### src/rtl/pio_loader_if.sv
// Image-memory read port and pio command port of the loader, bundled together.
// The master side (the loader) drives reads and commands; the slave side returns read data.
`timescale 1ns/1ps
interface pio_loader_if #(
    parameter int ADDR_W = 8
);
    logic              mem_rd;
    logic [ADDR_W-1:0] mem_addr;
    logic [31:0]       mem_rdata;
    logic [3:0]        action;
    logic [1:0]        mindex;
    logic [4:0]        index;
    logic [31:0]       din;

    modport master (
        output mem_rd, mem_addr, action, mindex, index, din,
        input  mem_rdata
    );

    modport slave (
        input  mem_rd, mem_addr, action, mindex, index, din,
        output mem_rdata
    );
endinterface

### src/rtl/pio_loader.sv
// Replays a packed program/config image from synchronous memory as single-cycle
// pio command actions: quiesce, instructions, optional machine config, optional enable.
`timescale 1ns/1ps
module pio_loader #(
    parameter int ADDR_W = 8
) (
    input  logic              clk,
    input  logic              reset,
    input  logic              start,
    input  logic [ADDR_W-1:0] base_addr,
    pio_loader_if.master      bus,
    output logic              busy,
    output logic              done,
    output logic              err
);
    localparam logic [3:0] ACT_NONE  = 4'd0;
    localparam logic [3:0] ACT_INSTR = 4'd1;
    localparam logic [3:0] ACT_PEND  = 4'd2;
    localparam logic [3:0] ACT_GRPS  = 4'd5;
    localparam logic [3:0] ACT_EN    = 4'd6;
    localparam logic [3:0] ACT_DIV   = 4'd7;
    localparam logic [3:0] ACT_SHIFT = 4'd10;

    typedef enum logic [2:0] {
        S_IDLE, S_RD_HDR, S_HDR, S_QUIESCE, S_FETCH, S_ISSUE, S_DONE
    } state_t;

    typedef enum logic [1:0] {DIN_ZERO, DIN_LO16, DIN_FULL} din_sel_t;

    state_t            state_q, state_d;
    logic [ADDR_W-1:0] base_q, base_d;
    logic              err_q, err_d;
    logic [4:0]        offset_q, offset_d;
    logic [5:0]        count_q, count_d;
    logic              cfg_q, cfg_d;
    logic              en_q, en_d;
    logic [1:0]        mindex_q, mindex_d;
    logic [5:0]        k_q, k_d;
    logic              mem_rd_q, mem_rd_d;
    logic [ADDR_W-1:0] mem_addr_q, mem_addr_d;
    logic [3:0]        action_q, action_d;
    logic [4:0]        index_q, index_d;
    din_sel_t          din_sel_q, din_sel_d;
    logic              busy_q, busy_d;
    logic              done_q, done_d;

    logic [4:0] hdr_offset;
    logic [5:0] hdr_count;
    logic [5:0] hdr_sum;
    logic       hdr_bad;
    logic [5:0] total;
    logic [5:0] rel;

    // count <= 32 keeps the 6-bit sum from wrapping, so both tests together are exact.
    assign hdr_offset = bus.mem_rdata[4:0];
    assign hdr_count  = bus.mem_rdata[10:5];
    assign hdr_sum    = {1'b0, hdr_offset} + hdr_count;
    assign hdr_bad    = (hdr_count > 6'd32) || (hdr_sum > 6'd32);
    assign total      = count_q + (cfg_q ? 6'd4 : 6'd0) + {5'd0, en_q};

    always_comb begin
        state_d  = state_q;
        base_d   = base_q;
        err_d    = err_q;
        offset_d = offset_q;
        count_d  = count_q;
        cfg_d    = cfg_q;
        en_d     = en_q;
        mindex_d = mindex_q;
        k_d      = k_q;

        unique case (state_q)
            S_IDLE: begin
                if (start) begin
                    base_d  = base_addr;
                    err_d   = 1'b0;
                    state_d = S_RD_HDR;
                end
            end
            S_RD_HDR: state_d = S_HDR;
            S_HDR: begin
                offset_d = hdr_offset;
                count_d  = hdr_count;
                mindex_d = bus.mem_rdata[12:11];
                cfg_d    = bus.mem_rdata[13];
                en_d     = bus.mem_rdata[14];
                k_d      = '0;
                if (hdr_bad) begin
                    err_d   = 1'b1;
                    state_d = S_DONE;
                end else begin
                    state_d = S_QUIESCE;
                end
            end
            S_QUIESCE: state_d = (total == 6'd0) ? S_DONE : S_FETCH;
            S_FETCH:   state_d = S_ISSUE;
            S_ISSUE: begin
                k_d     = k_q + 6'd1;
                state_d = (k_q + 6'd1 == total) ? S_DONE : S_FETCH;
            end
            S_DONE:  state_d = S_IDLE;
            default: state_d = S_IDLE;
        endcase

        if (state_d == S_IDLE) begin
            mindex_d = '0;
        end

        // Outputs are registered: decode them for the state being entered.
        mem_rd_d   = 1'b0;
        mem_addr_d = '0;
        action_d   = ACT_NONE;
        index_d    = '0;
        din_sel_d  = DIN_ZERO;
        rel        = k_d - count_q;

        unique case (state_d)
            S_RD_HDR: begin
                mem_rd_d   = 1'b1;
                mem_addr_d = base_d;
            end
            S_FETCH: begin
                mem_rd_d   = 1'b1;
                mem_addr_d = base_q + ADDR_W'(k_d) + ADDR_W'(1);
            end
            S_QUIESCE: action_d = ACT_EN;
            S_ISSUE: begin
                if (k_d < count_q) begin
                    action_d  = ACT_INSTR;
                    index_d   = offset_q + k_d[4:0];
                    din_sel_d = DIN_LO16;
                end else begin
                    din_sel_d = DIN_FULL;
                    if (cfg_q && rel < 6'd4) begin
                        unique case (rel[1:0])
                            2'd0:    action_d = ACT_PEND;
                            2'd1:    action_d = ACT_GRPS;
                            2'd2:    action_d = ACT_SHIFT;
                            default: action_d = ACT_DIV;
                        endcase
                    end else begin
                        action_d = ACT_EN;
                    end
                end
            end
            default: ;
        endcase

        busy_d = (state_d != S_IDLE);
        done_d = (state_d == S_DONE);
    end

    always_ff @(posedge clk or negedge reset) begin
        if (!reset) begin
            state_q    <= S_IDLE;
            base_q     <= '0;
            err_q      <= 1'b0;
            offset_q   <= '0;
            count_q    <= '0;
            cfg_q      <= 1'b0;
            en_q       <= 1'b0;
            mindex_q   <= '0;
            k_q        <= '0;
            mem_rd_q   <= 1'b0;
            mem_addr_q <= '0;
            action_q   <= ACT_NONE;
            index_q    <= '0;
            din_sel_q  <= DIN_ZERO;
            busy_q     <= 1'b0;
            done_q     <= 1'b0;
        end else begin
            state_q    <= state_d;
            base_q     <= base_d;
            err_q      <= err_d;
            offset_q   <= offset_d;
            count_q    <= count_d;
            cfg_q      <= cfg_d;
            en_q       <= en_d;
            mindex_q   <= mindex_d;
            k_q        <= k_d;
            mem_rd_q   <= mem_rd_d;
            mem_addr_q <= mem_addr_d;
            action_q   <= action_d;
            index_q    <= index_d;
            din_sel_q  <= din_sel_d;
            busy_q     <= busy_d;
            done_q     <= done_d;
        end
    end

    // Read data only arrives in the ISSUE cycle, so the payload is steered, not registered.
    assign bus.din = (din_sel_q == DIN_FULL) ? bus.mem_rdata :
                     (din_sel_q == DIN_LO16) ? {16'h0, bus.mem_rdata[15:0]} : 32'h0;

    assign bus.mem_rd   = mem_rd_q;
    assign bus.mem_addr = mem_addr_q;
    assign bus.action   = action_q;
    assign bus.mindex   = mindex_q;
    assign bus.index    = index_q;
    assign busy         = busy_q;
    assign done         = done_q;
    assign err          = err_q;
endmodule

### src/flat_wrapper.sv
// flat-port wrapper written by rule: the top's interface ports become plain ports
module pio_loader_flat 
#(
    parameter int ADDR_W = 8
)
  (clk, reset, start, base_addr, busy, done, err, bus_mem_rd, bus_mem_addr, bus_action, bus_mindex, bus_index, bus_din, bus_mem_rdata);
  pio_loader_if #(.ADDR_W(ADDR_W)) bus_i ();
  input  logic clk;
  input  logic reset;
  input  logic start;
  input  logic [ADDR_W-1:0] base_addr;
  output logic busy;
  output logic done;
  output logic err;
  output wire logic [$bits(bus_i.mem_rd)-1:0] bus_mem_rd;
  output wire logic [$bits(bus_i.mem_addr)-1:0] bus_mem_addr;
  output wire logic [$bits(bus_i.action)-1:0] bus_action;
  output wire logic [$bits(bus_i.mindex)-1:0] bus_mindex;
  output wire logic [$bits(bus_i.index)-1:0] bus_index;
  output wire logic [$bits(bus_i.din)-1:0] bus_din;
  input wire logic [$bits(bus_i.mem_rdata)-1:0] bus_mem_rdata;
  assign bus_mem_rd = bus_i.mem_rd;
  assign bus_mem_addr = bus_i.mem_addr;
  assign bus_action = bus_i.action;
  assign bus_mindex = bus_i.mindex;
  assign bus_index = bus_i.index;
  assign bus_din = bus_i.din;
  assign bus_i.mem_rdata = bus_mem_rdata;
  pio_loader #(.ADDR_W(ADDR_W)) u_core (.clk(clk), .reset(reset), .start(start), .base_addr(base_addr), .bus(bus_i), .busy(busy), .done(done), .err(err));
endmodule
### config.mk
export PLATFORM = sky130hd
export DESIGN_NAME = pio_loader_flat
export DESIGN_NICKNAME = d
export VERILOG_FILES = /design/src/rtl/pio_loader_if.sv /design/src/rtl/pio_loader.sv /design/src/flat_wrapper.sv
export SDC_FILE = /design/constraint.sdc
export NUM_CORES = 1
export LEC_CHECK = 0
export ABC_AREA = 0
export CAP_MARGIN = 0
export CORE_MARGIN = 1.5
export CORE_UTILIZATION = 40
export DETAILED_ROUTE_END_ITERATION = 10
export PLACE_DENSITY = 0.69
export SYNTH_ARGS = -nofsm -noshare
export SYNTH_HDL_FRONTEND = slang
export SYNTH_SLANG_ARGS = --single-unit
### constraint.sdc
create_clock -name clk -period 4.43 [get_ports clk]
set_input_delay 0.443 -clock clk [delete_from_list [all_inputs] [get_ports clk]]
set_output_delay 0.443 -clock clk [all_outputs]
set_load 0.02 [all_outputs]
# Yosys cells after proc, flatten, opt, wreduce, memory -nomap -nowiden
# Index checks and enable logic that the tools add are counted.
# totals
ff_bits	55
inputBits	43
mem_count	0
mem_bits_ro	0
wordCells	82
ramBits	0
latch_bits	0
# op_classes
n_div	0
n_shift	0
n_addsub	8
n_eq_ne	17
reduce_logical	11
mux	26
magnitude_cmp	4
multipliers	0
bitwise_logic	0
# op_table
op	n
32-bit 2-to-1 mux	1
3-bit case mux with 6 select lines	1
16-bit 2-to-1 mux	1
8-bit 2-to-1 mux	2
8-bit case mux with 2 select lines	1
3-bit equality test, second input constant	5
6-bit > comparator, second input constant	2
2-bit 2-to-1 mux	6
4-bit case mux with 3 select lines	1
6-bit case mux with 2 select lines	1
5-bit 2-to-1 mux	2
3-bit by 2-bit equality test with 1-bit output, second input constant	3
3-bit 2-to-1 mux	3
8-bit by 1-bit adder with 8-bit output, second input constant	1
8-bit by 6-bit adder with 8-bit output	1
4-bit 2-to-1 mux	2
4-bit case mux with 2 select lines	1
5-bit by 6-bit adder with 6-bit output	1
6-bit by 1-bit adder with 6-bit output	1
6-bit by 1-bit adder with 6-bit output, second input constant	1
6-bit adder	1
3-bit by 1-bit equality test with 1-bit output, second input constant	2
6-bit equality test	1
3-bit logical NOT	2
18 further kinds	23

# Depth between registers and ports, before layout
# logic_depth
word_depth	9
ltp_mapped	18
mapped_depth_nobuf	17

# Worst setup path before layout
# Ideal clock, no wire load.
# synth_path
kind	register to register
from	register u_core.state_q[2]
to	register u_core.action_q[2], in the netlist u_core.bus.action[2]
synth_period_minus_slack_ps	3329
arrival_time_ps	3188
stages_incl_launch_ff	17
setup_time_ps	141
setup_slack_ps	1101
required_ps	4289
path_buffers	2
cell_sequence	dfrtp_1 -> clkbuf_1 -> nor2b_1 -> clkbuf_1 -> a21oi_1 -> nand2_1 -> o21ai_0 -> inv_1 -> ha_1 -> inv_1 -> fa_1 -> a21o_1 -> a21oi_1 -> xnor2_1 -> or4b_2 -> nand2_1 -> o21ai_0
# synth_via
elab_chain_cells	8
elab_cells_between_ends	22
cone_classes	1 x add/sub; 2 x order compare; 9 x eq/ne; 7 x mux; 3 x reduce/logical
# synth_lines
item	line	text
start: declaration	pio_loader.sv:30	state_t state_q, state_d;
start signal: assignment	pio_loader.sv:172	state_q <= state_d;
3-bit equality test or 3-bit by 2-bit equality test with 1-bit output (tied branches)	pio_loader.sv:72	unique case (state_q)
6-bit case mux with 2 select lines *	pio_loader.sv:72	
named net u_core.k_d[0]	pio_loader.sv:38	logic [5:0] k_q, k_d;
6-bit subtractor	pio_loader.sv:115	rel = k_d - count_q;
6-bit by 3-bit less-than comparator with 1-bit output (tied with other cells)	pio_loader.sv:134	if (cfg_q && rel < 6'd4) begin
1-bit logical AND or 4-bit case mux with 3 select lines (tied branches)	pio_loader.sv:134, pio_loader.sv:135	
4-bit 2-to-1 mux	pio_loader.sv:134	
4-bit 2-to-1 mux *	pio_loader.sv:128	if (k_d < count_q) begin
4-bit case mux with 2 select lines *	pio_loader.sv:117	unique case (state_d)
named net u_core.action_d[2]	pio_loader.sv:41	logic [3:0] action_q, action_d;
end signal: assignment	pio_loader.sv:183	action_q <= action_d;
end: declaration	pio_loader.sv:41	
# Mark *: on every way through the listed nets, which the timed path passes. The rest lies on a longest branch.
# A chain may end at the register's enable or synchronous reset.

# Worst setup path after layout
# Ends and elaborated chain as after synthesis.

==> reports/metrics.yaml <==
grt_max_degree: 56
endpoint: "u_core.bus.action[2]$_DFF_PN0_"
synth.area.top_cells: "dfrtp_1 (40%), ha_1 (9.0%), and2_1 (6.3%), xnor2_1 (4.8%), nand2_1 (4.3%)"
layout.cells.non_filler: 565
reg2reg_setup_slack_ns: 0.67
synthMuxAreaShare: 0.03149
yosysWarnings: 0
grt_pass1_vias: 2790
hold_buffers: 0
clock_path_buffers: 2
io_buffers: 97
drive_gt1_frac: 0.06087
die_y_um: 95.97
routabilityCongestion: 0.8465
viasPerCell: 5.057
crit_path_end_kind: "register"
cts_resized: 0
final_nets: 531
antenna_cells: 0
finalSetupViolCount: 0
synth_nets: 434
synth_top_family_by_area: "simple AND/OR/NAND/NOR gates"
die_x_um: 95.97
cts_tree: "built"
yosysSeqAreaShare: 0.3981
synthCells: 362
path_cells: "nor2b_1 > a21oi_1 > nand2_1 > o21ai_0 > inv_1 > ha_1 > inv_1 > fa_1 > a21o_1 > a21oi_1 > xnor2_1 > or4b_2 > nand2_1 > o21ai_0"
dr.pass1.iters: 4
pin_count: 98
post_cts_buffers: 0
finalHoldViolCount: 0
grt_pass1_wl_mm: 13.17
critPathLaunch: "u_core.state_q[2]$_DFF_PN0_"
synth_seq_cells: 55
synth-adder-area-share: 0.1136
syn_avg_cell_area_um2: 9.550
setup_ws_ns: 0.6668
routed_wl_mm: 8.164
num_vias: 2857
coreArea_um2: 8299
gr-total-overflow: 0
h-tree-depth: 2
synth_top_area_share: 0.3981
max-cap-violations: 0
max_freq_mhz: 265.7
antenna_found_initial: 0
drc: 0
hpwl_mm: 6.445
worst_slew_pin_slew_ns: 0.8836
clock_latency_ns: 0.30
cp_data_arrival_time_ns: 3.93
ys_types: 47
reg2reg_to: "u_core.bus.action[2]$_DFF_PN0_"
dp_cells: 557
clk_pin_slew_ns: 0.10
drtIter0Drc: 155
crit_path_max_incr_delay_ns: 0.69
max_slew_margin: 0.4089
status: "complete, no violations"
finClkSkew_ns: 0.008812
cts.sinks: 55
criticalPathCategory: "reg -> reg"
leakage_nw: 2.150
critPathBufInv: 2
maxSlewViolCount: 0
wl_per_cell_um: 14.45
worst_r2r_path_depth: 14
numCtsBuffers: 5
rows: 33
synth_area_leader_cell: "dfrtp_1"
ys_async_sr_fraction: 1.000
synthSimpleGateAreaFrac: 0.1998
startpoint_type: "register"
rr_startpoint: "u_core.state_q[2]$_DFF_PN0_"
dieArea_um2: 9209
synth_xor_xnor_area_share: 0.07021
hold_path_class: "in -> async"
p_total_w: 0.002801
root_buffer: "clkbuf_8"
synth_area_um2: 3457
post-route-min-period_ns: 3.763
postRouteAntennaNets: 0
synth-main-ff-cell: "dfrtp_1"
rsz0062_at_grt: "false"
start_util: 0.4166
fin_crit_sh: 0.8495
grt.total_usage: 0.1851
cpLargestDelayFamily: "simple AND/OR/NAND/NOR gates"
cp_slowest_cell: "or4b_2"
critPathRequiredTime_ns: 4.60
area_growth_pct: 34.60
synth-edff-count: 0
post-route-util: 0.5607
place_ws_ns: 0.7037
setup_tns_ns: 0
ir_worst_vdd_mv: 0.2866
power_density_nw_per_um2: 601.9
cp_max_fo: 10
synth_compound_area_frac: 0.1509
crit_cells: 14
-- synth_stat cells (2+ instances only) --
cell	number
nor3_1	6
nand2b_1	2
a31oi_1	3
a21boi_0	2
xnor2_1	19
nand3_1	7
ha_1	25
or3_1	2
a211oi_1	3
nor3b_1	4
nand2_1	40
a21oi_1	12
or2_2	3
inv_1	20
and2_1	35
xor2_1	6
o21ai_0	27
nor2_1	18
and3_1	3
o21ai_1	2
mux2i_1	3
o32a_1	2
fa_1	4
dfrtp_1	55
a21o_1	13
clkbuf_1	10
nor2b_1	8
a22o_1	2
mux2_2	7
o31ai_1	2
-- through the flow --
step	hold slack (ns)	area (µm²)
after global placement	0.4678	4536
final	0.2455	4653
after CTS	0.2878	4653
after global routing	0.3213	4653
after detailed placement	0.4702	4536
after floorplan	0.1474	3457
-- power breakdown --
part	internal, W	switching (W)
combinational	0.000760	0.000842
sequential	0.000699	0.000157
clock	0.000183	0.000160
-- sequential cells by signal, indices dropped and copies added, names as in the netlist --
name and flops:
u_core.base_q 8, u_core.bus.action 4, u_core.bus.index 5, u_core.bus.mem_addr 8
u_core.bus.mem_rd 1, u_core.bus.mindex 2, u_core.busy 1, u_core.cfg_q 1
u_core.count_q 6, u_core.din_sel_q 2, u_core.done 1, u_core.en_q 1
u_core.err 1, u_core.k_q 6, u_core.offset_q 5, u_core.state_q 3
-- cell type report --
class                           count  area (µm²)
Clock buffer                        6       82.58
Timing Repair Buffer              101       996.0
Fill cell                         730        3646
Multi-Input combinational cell    276        1957
Clock inverter                      2       35.03
Inverter                           20       75.07
Sequential cell                    55        1376
Tap cell                          105       131.4
-- logic make-up after synthesis --
family,after synthesis
AOI/OAI and AO/OA,78
xor gates and xnor gates,26
buffers and inverters,31
DFF,55
and+or+nand+nor,133
muxes,10
adders and majority gates,29
-- cells in the final DEF, fill, tap and decap left out, types with 13 or more instances in the layout --
cell	instances
nand2_1	40
clkdlybuf4s50_1	96
nor2_1	18
xnor2_1	19
dfrtp_1	55
o21ai_0	27
and2_1	35
ha_1	25
a21o_1	13
inv_1	20
-- routing by layer --
| layer | global-route usage | share of wire |
|---|---|---|
| met1 | 0.2395 | 0.44 |
| met5 | 0 | 0 |
| met2 | 0.3269 | 0.49 |
| met3 | 0.02923 | 0.060 |
| met4 | 0.03554 | 0.0067 |
-- worst min path at each step --
stage	start	to
floorplan	reset	u_core.base_q[0]$_DFF_PN0_
global placement	u_core.base_q[5]$_DFF_PN0_	u_core.base_q[5]$_DFF_PN0_
detailed placement	u_core.base_q[5]$_DFF_PN0_	u_core.base_q[5]$_DFF_PN0_
CTS	reset	u_core.offset_q[0]$_DFFE_PN0P_
global route	reset	u_core.bus.index[4]$_DFF_PN0_
finish	reset	u_core.bus.index[4]$_DFF_PN0_
(Power assumes the default switching activity.)
